### src/rtl/load_store_unit.sv
// Multi-cycle load/store unit: word-aligned memory transactions with byte strobes, load lane extraction and extension.
// Optional macro TINY5_LSU_MISALIGN_TRAP_EN turns misaligned halfword/word accesses into error responses.
module load_store_unit (
  input  logic        clk_i,
  input  logic        reset_i,
  input  logic        req_valid_i,
  output logic        req_ready_o,
  input  logic        req_store_i,
  input  logic [2:0]  req_funct3_i,
  input  logic [31:0] req_addr_i,
  input  logic [31:0] req_wdata_i,
  output logic        resp_valid_o,
  output logic [31:0] resp_rdata_o,
  output logic        resp_error_o,
  output logic        mem_valid_o,
  input  logic        mem_ready_i,
  output logic        mem_write_o,
  output logic [31:0] mem_addr_o,
  output logic [3:0]  mem_wstrb_o,
  output logic [31:0] mem_wdata_o,
  input  logic        mem_rvalid_i,
  input  logic [31:0] mem_rdata_i
);

  localparam logic [1:0] S_IDLE       = 2'd0;
  localparam logic [1:0] S_REQ        = 2'd1;
  localparam logic [1:0] S_WAIT_RDATA = 2'd2;
  localparam logic [1:0] S_RESP       = 2'd3;

  logic [1:0]  state;
  logic [2:0]  funct3_p1;
  logic [1:0]  off_p1;
  logic        write_p1;
  logic [31:0] addr_p1;
  logic [3:0]  wstrb_p1;
  logic [31:0] wdata_p1;
  logic [31:0] rdata_p2;
  logic        error_p2;
  logic        accept;
  logic        misaligned;
  logic        illegal;

  function automatic logic funct3_illegal(input logic store, input logic [2:0] f3);
    if (store)
      return f3[2] || (f3[1:0] == 2'b11);
    else
      return (f3[1:0] == 2'b11) || (f3[2] && f3[1]);
  endfunction

  function automatic logic [31:0] store_lanes(input logic [2:0] f3, input logic [31:0] wdata);
    case (f3[1:0])
      2'b00:   return {4{wdata[7:0]}};
      2'b01:   return {2{wdata[15:0]}};
      default: return wdata;
    endcase
  endfunction

  function automatic logic [3:0] store_strobes(input logic [2:0] f3, input logic [1:0] off);
    case (f3[1:0])
      2'b00:   return 4'b0001 << off;
      2'b01:   return off[1] ? 4'b1100 : 4'b0011;
      default: return 4'b1111;
    endcase
  endfunction

  // Halfwords select on addr[1] only, so a stray addr[0] never shifts the lane.
  function automatic logic [31:0] load_extend(input logic [2:0] f3, input logic [1:0] off,
                                              input logic [31:0] word);
    logic signed [7:0]  byte_s;
    logic signed [15:0] half_s;
    logic signed [31:0] ext;
    byte_s = 8'(word >> {off, 3'b000});
    half_s = 16'(word >> {off[1], 4'b0000});
    case (f3)
      3'b000:  ext = 32'(byte_s);
      3'b001:  ext = 32'(half_s);
      3'b100:  ext = {24'd0, byte_s};
      3'b101:  ext = {16'd0, half_s};
      default: ext = word;
    endcase
    return ext;
  endfunction

`ifdef TINY5_LSU_MISALIGN_TRAP_EN
  assign misaligned = ((req_funct3_i[1:0] == 2'b01) && req_addr_i[0]) ||
                      ((req_funct3_i[1:0] == 2'b10) && (req_addr_i[1:0] != 2'b00));
`else
  assign misaligned = 1'b0;
`endif

  assign accept  = req_valid_i && (state == S_IDLE);
  assign illegal = funct3_illegal(req_store_i, req_funct3_i) || misaligned;

  assign req_ready_o  = (state == S_IDLE);
  assign mem_valid_o  = (state == S_REQ);
  assign resp_valid_o = (state == S_RESP);
  assign mem_write_o  = write_p1;
  assign mem_addr_o   = addr_p1;
  assign mem_wstrb_o  = wstrb_p1;
  assign mem_wdata_o  = wdata_p1;
  assign resp_rdata_o = rdata_p2;
  assign resp_error_o = error_p2;

  always_ff @(posedge clk_i or posedge reset_i) begin
    if (reset_i) begin
      state     <= S_IDLE;
      funct3_p1 <= 3'd0;
      off_p1    <= 2'd0;
      write_p1  <= 1'b0;
      addr_p1   <= 32'd0;
      wstrb_p1  <= 4'd0;
      wdata_p1  <= 32'd0;
      rdata_p2  <= 32'd0;
      error_p2  <= 1'b0;
    end else begin
      case (state)
        // p1: request captured, memory transaction prepared
        S_IDLE: begin
          if (accept) begin
            funct3_p1 <= req_funct3_i;
            off_p1    <= req_addr_i[1:0];
            rdata_p2  <= 32'd0;
            error_p2  <= illegal;
            if (illegal) begin
              state <= S_RESP;
            end else begin
              state    <= S_REQ;
              write_p1 <= req_store_i;
              addr_p1  <= {req_addr_i[31:2], 2'b00};
              wstrb_p1 <= req_store_i ? store_strobes(req_funct3_i, req_addr_i[1:0]) : 4'd0;
              wdata_p1 <= req_store_i ? store_lanes(req_funct3_i, req_wdata_i) : 32'd0;
            end
          end
        end
        S_REQ: begin
          if (mem_ready_i)
            state <= write_p1 ? S_RESP : S_WAIT_RDATA;
        end
        // p2: load data extended into the response register
        S_WAIT_RDATA: begin
          if (mem_rvalid_i) begin
            rdata_p2 <= load_extend(funct3_p1, off_p1, mem_rdata_i);
            state    <= S_RESP;
          end
        end
        default: state <= S_IDLE;
      endcase
    end
  end

endmodule

### config.mk
export PLATFORM = sky130hd
export DESIGN_NAME = load_store_unit
export DESIGN_NICKNAME = d
export VERILOG_FILES = /design/src/rtl/load_store_unit.sv
export SDC_FILE = /design/constraint.sdc
export NUM_CORES = 1
export LEC_CHECK = 0
export ABC_AREA = 0
export BUFFER_PORTS_ARGS = -buffer_cell sky130_fd_sc_hd__buf_2
export CAP_MARGIN = 20
export CORE_ASPECT_RATIO = 1.1
export CORE_MARGIN = 1.5
export CORE_UTILIZATION = 37
export DETAILED_ROUTE_END_ITERATION = 7
export REMOVE_ABC_BUFFERS = 1
export SKIP_CTS_REPAIR_TIMING = 1
export SYNTH_ARGS = -nofsm -noshare
export SYNTH_HDL_FRONTEND = slang
export SYNTH_SLANG_ARGS = --single-unit
### constraint.sdc
create_clock -name clk_i -period 5.7 [get_ports clk_i]
set_clock_uncertainty 0.15 [all_clocks]
set_input_delay 0.855 -clock clk_i [delete_from_list [all_inputs] [get_ports clk_i]]
set_output_delay 0.855 -clock clk_i [all_outputs]
set_load 0.02 [all_outputs]
==> results of run 1 <==
## area by class of cell
class,instances,area [um2]
Clock buffer,11,242.7
Clock inverter,4,33.78
Fill cell,1287,6809
Inverter,7,28.78
Multi-Input combinational cell,308,2051
Sequential cell,107,2678
Tap cell,161,201.4
Timing Repair Buffer,210,1059
## sequential cells by signal (all words and copies together) (netlist names)
name,flops
funct3_p1,3
mem_addr_o,30
mem_wdata_o,32
mem_write_o,1
mem_wstrb_o,4
off_p1,2
resp_error_o,1
resp_rdata_o,32
state,2
## layer usage
layer	wire length, um	part of all wire, %	up-vias	track usage, %
met2	6138	47	184	30.72
li1	-	-	1983	-
met4	214	1.6	0	7.500
met5	0	0	-	0
met1	5565	43	1965	23.99
met3	1104	8.5	16	5.353
## cells in the final DEF (no fill, tap or decap), types with 2 or more instances in the layout
cell and count:
nand2b_1 6, nor3b_1 2, a31oi_1 2, nor2_1 18, ha_1 4, dfrtp_1 107
conb_1 2, nand2_1 87, o211ai_1 8, inv_1 5, a21oi_1 10, a21o_1 2
o21ai_0 45, a221o_1 16, mux2_2 34, or2_2 2, buf_4 3, clkbuf_16 9
o221ai_1 7, inv_6 2, mux2i_1 32, and3_1 2, buf_2 207, o31ai_1 9
nor2b_1 8
## synth_stat cells (3+ instances only)
cell type	number	area (um2)
nor2b_1	8	50.05
o31ai_1	9	67.56
buf_6	4	45.04
o211ai_1	8	60.06
a21oi_1	10	50.05
buf_2	10	50.05
inv_1	6	22.52
nand2b_1	6	37.54
buf_4	3	22.52
nor2_1	18	67.56
a21o_1	3	22.52
dfrtp_1	107	2678
mux2i_1	32	320.3
o221ai_1	7	61.31
a221o_1	16	160.2
ha_1	4	50.05
clkbuf_1	14	52.55
o21ai_0	45	225.2
mux2_2	34	382.9
nand2_1	87	326.6
## power groups by stage
stage | clock, uW | combinational (uW) | sequential [uW]
after floorplan | 0 | 610 | 1680
after global placement | 0 | 1530 | 1310
after detailed placement | 0 | 1560 | 1320
after CTS | 616 | 1560 | 1320
after global routing | 640 | 1690 | 1370
final | 593 | 1540 | 1310
## per-stage QoR
stage	instances	cell area (um2)	hold WS, ps	power, uW	utilization [%]
6_report	808	6294	319.3	3445	48.03
5_1_grt	808	6294	350.8	3691	48.03
4_1_cts	808	6294	318.4	3493	48.03
3_5_place_dp	793	6017	302.5	2885	45.92
3_3_place_gp	793	6017	304.3	2840	45.92
2_1_floorplan	422	4753	392.0	2294	-
## critical path, delay by kind of cell
family	cells	cell delay [ps]
buffers and inverters	2	1170
AOI/OAI and AO/OA	2	300
muxes	1	420
## cells by family after synthesis
| kind of cell | Yosys count | synth area share [%] |
|---|---|---|
| compound gates | 105 | 14.34 |
| mux | 68 | 14.98 |
| simple gates | 129 | 11.16 |
| flops | 107 | 54.43 |
| buf+inv | 38 | 3.993 |
| fa+ha+maj | 4 | 1.017 |
| other cells | 1 | 0.07622 |
## final timing paths
check | from | end | slack (ps) | cells after the start
max | req_funct3_i[1] | mem_addr_o[31] | 2960 | 5
min | resp_rdata_o[14] | resp_rdata_o[14] | 320 | 2
max reg2reg | state[0] | mem_addr_o[31] | 3120 | 6
min reg2reg | resp_rdata_o[14] | resp_rdata_o[14] | 320 | 2
max in group asynchronous | reset_i | mem_wdata_o[20] | 3830 | 3
min in group asynchronous | reset_i | resp_rdata_o[14] | 530 | 2
==> results.yml, run 1 <==
final_layout:
  nNetsFinal: 752
  n_antenna_cell: 0
  synthToLayoutAreaGrowth_pct: 27.92
  drive_gt1_share_pct: 41.27
synth:
  synthCells: 452
  synth_cell_types: 37
  synth_warnings: 0
  netlist_area_um2: 4920
  synth-async-reset-ratio_pct: 100.0
  avgSynthCellArea_um2: 10.88
  ys_seq_area_share_pct: 54.43
  synth_edf_count: 0
  synth_seq_cells: 107
  synth_ff_type: "dfrtp_1"
worst_setup_path:
  critPathLaunchType: "input pin"
  cp.required_ps: 5790
  cp_max_fo: 86
  endpoint_kind: "register"
  critical_path_class: "in2reg"
  arrival_ps: 2830
  crit_chain: "buf_2 -> a21o_1 -> a21o_2 -> buf_4 -> mux2_2"
  cpMaxStageDelayCell: "buf_4"
  slowest_delay_ps: 660
place:
  place_hpwl_um: 9305
  place_ws_ps: 2583
  gp_congestion: 0.8149
  port_buffers: 207
floorplan:
  die_area_um2: 14000
  core_um2: 13100
  die_h_um: 123.9
  start_util_pct: 37.55
  die_w_um: 112.9
  rows: 44
  ios: 210
global_routing:
  grt_pass1_vias: 4053
  grt_pass1_wl_um: 20560
  track_usage_pct: 18.87
  grt_antenna_before_repair: 0
  grt_overflow: 0
  grt_max_degree: 87
power:
  swShare_pct: 42.40
  vdd_drop_max_mv: 0.3345
  internal-power_uw: 1984
  p_clk_share_pct: 17.2
  p_per_area_nw_per_um2: 547.3
  pwr-share-seq_pct: 38.1
  switching_power_uw: 1461
  leakage_uw: 0.003270
  p_comb_share_pct: 44.7
sta:
  relSlewSlack_pct: 40.72
  hold_violations: 0
  rsz0062_at_grt: "false"
  setup_slack_ps: 2960
  fin_crit_ps: 2740
  period_share_pct: 48.08
  finalSetupViolations: 0
  slew_viol_final: 0
  timing_worst_slew_pin_value_ps: 889.2
  fin_tns_setup_ps: 0
  fmaxAchievable_ghz: 0.3649
route:
  drc_errors: 0
  vias: 4148
  viasPerCell: 5.134
  antenna_left: 0
  post_drt_wl_per_cell_um: 16.12
  drtIter0Drc: 304
  drt-total-wl_um: 13020
  firstDrtPassIters: 5
status:
  outcome: "finished clean"
clock_tree:
  clk_pin_slew_ps: 70
  clock-sinks: 107
  htree_num_levels: 3
  clock_latency_ps: 350
  cts_tree: "built"
  cts_buffer_depth: 2
  cts_made_buffers: 9
  root_buffer: "clkbuf_16"
worst_hold_path:
  min_path_type: "reg2reg"
flow_run:
  maxCapViolCount: 0
Power figures use the tool's default switching activity.
==> run 2, diff against run 1 <==
- clock period: 5.7 -> 2.6 ns (I/O delays scaled with it)
==> results.yml, run 2 (synthesized netlist as in run 1, its figures left out) <==
worst_setup_path:
  crit_chain: "inv_1 -> ha_1 -> nand2_1 -> a21o_2 -> buf_12 -> mux2_2"
  arrival_ps: 2280
  cpMaxStageDelayCell: "dfrtp_1"
  slowest_delay_ps: 380
  reg2reg_depth: 6
  cp.required_ps: 2680
  critical_path_class: "reg2reg"
  critPathLaunchType: "register"
  cp_max_fo: 86
  crit_family: "buffers and inverters"
  endpoint_kind: "register"
  cp.depth: 6
  cp_num_buf_inv: 2
  crit_start: "state[0]"
  r2r-start: "state[0]"
  rrSetupSlack_ps: 400
  r2r-end: "mem_addr_o[21]"
floorplan:
  ios: 210
  start_util_pct: 37.55
  core_um2: 13100
  die_w_um: 112.9
  die_area_um2: 14000
  die_h_um: 123.9
  rows: 44
worst_hold_path:
  min_path_type: "in2async"
clock_tree:
  htree_num_levels: 3
  clock-sinks: 107
  cts_tree: "built"
  cts_buffer_depth: 2
  root_buffer: "clkbuf_16"
  clock_latency_ps: 340
  cts_made_buffers: 9
  clk_pin_slew_ps: 70
final_layout:
  fin_cells: 813
  fin_area_um2: 6370
  synthToLayoutAreaGrowth_pct: 29.48
  drive_gt1_share_pct: 41.78
  final_core_util_pct: 48.62
  final_cell_mix: "buf_2 (207), dfrtp_1 (107), nand2_1 (87), o21ai_0 (45), mux2_2 (34)"
  final_common_cell: "buf_2"
  nNetsFinal: 758
  nFillCells: 1260
sta:
  period_share_pct: 84.76
  hold_violations: 22
  hold_ws_ps: -8.751
  finalSetupViolations: 0
  setup_slack_ps: 396.4
  fmaxAchievable_ghz: 0.4538
  fin_crit_ps: 2204
  timing_worst_slew_pin_value_ps: 720.7
  relSlewSlack_pct: 51.85
  rsz0062_at_grt: "false"
  slew_viol_final: 0
place:
  gp_congestion: 0.8113
  place_ws_ps: 399.1
  port_buffers: 207
  dpl.cell_count: 799
  place_hpwl_um: 9708
  placed_area_um2: 6087
route:
  drtIter0Drc: 210
  antenna_left: 0
  viasPerCell: 5.132
  vias: 4172
  drc_errors: 0
  drt-total-wl_um: 13170
  post_drt_wl_per_cell_um: 16.20
  firstDrtPassIters: 4
global_routing:
  grt_pass1_wl_um: 20710
  track_usage_pct: 19.01
  grt_max_degree: 87
  grt_pass1_vias: 4009
  grt_overflow: 0
  grt_antenna_before_repair: 1
status:
  violations: "negative hold slack"
  outcome: "finished with violations"
power:
  p_per_area_nw_per_um2: 1193
  vdd_drop_max_mv: 0.5317
  leakage_uw: 0.003312
flow_run:
  maxCapViolCount: 0
-- run 2: through the flow --
step           setup TNS [ps]  total power (uW)
2_1_floorplan         -109210              5028
3_3_place_gp                0              6252
3_5_place_dp                0              6350
4_1_cts                     0              7706
5_1_grt                     0              8159
6_report                    0              7597
-- run 2: how the worst max path moves through the flow --
stage                            to  slack (ps)
finish               mem_addr_o[21]         400
global placement     mem_addr_o[16]         490
global route        mem_wdata_o[25]         220
detailed placement   mem_addr_o[26]         400
floorplan              funct3_p1[0]        -760
CTS                  mem_addr_o[21]         400
-- run 2: worst register-to-register path: stages, from the launching register on --
cell	delay (ps)
dfrtp_1	380
inv_1	80
ha_1	260
nand2_1	290
a21o_2	170
buf_12	320
mux2_2	440
-- run 2: layout make-up --
| type | count | area [um2] | share of cell area (%) |
|---|---|---|---|
| antenna | 1 | 2.502 | 0.03929 |
| clock buffer | 9 | 225.2 | 3.536 |
| clock inverter | 4 | 55.05 | 0.8643 |
| inverter | 7 | 28.78 | 0.4518 |
| multi-input combinational | 308 | 2051 | 32.19 |
| sequential | 107 | 2678 | 42.03 |
| tap | 161 | 201.4 | 3.162 |
| timing repair buffer | 216 | 1129 | 17.72 |
-- run 2: power by group --
group          internal [uW]  switching, uW
clock network            734            590
registers               2400            443
logic                   1300           2130
total                   4430           3170
-- run 2: per-layer routing --
layer  global-route usage, %  wire length [um]
met3                   6.326              1197
met1                   24.08              5674
met5                       0                 0
met4                   5.938               130
met2                   31.10              6172
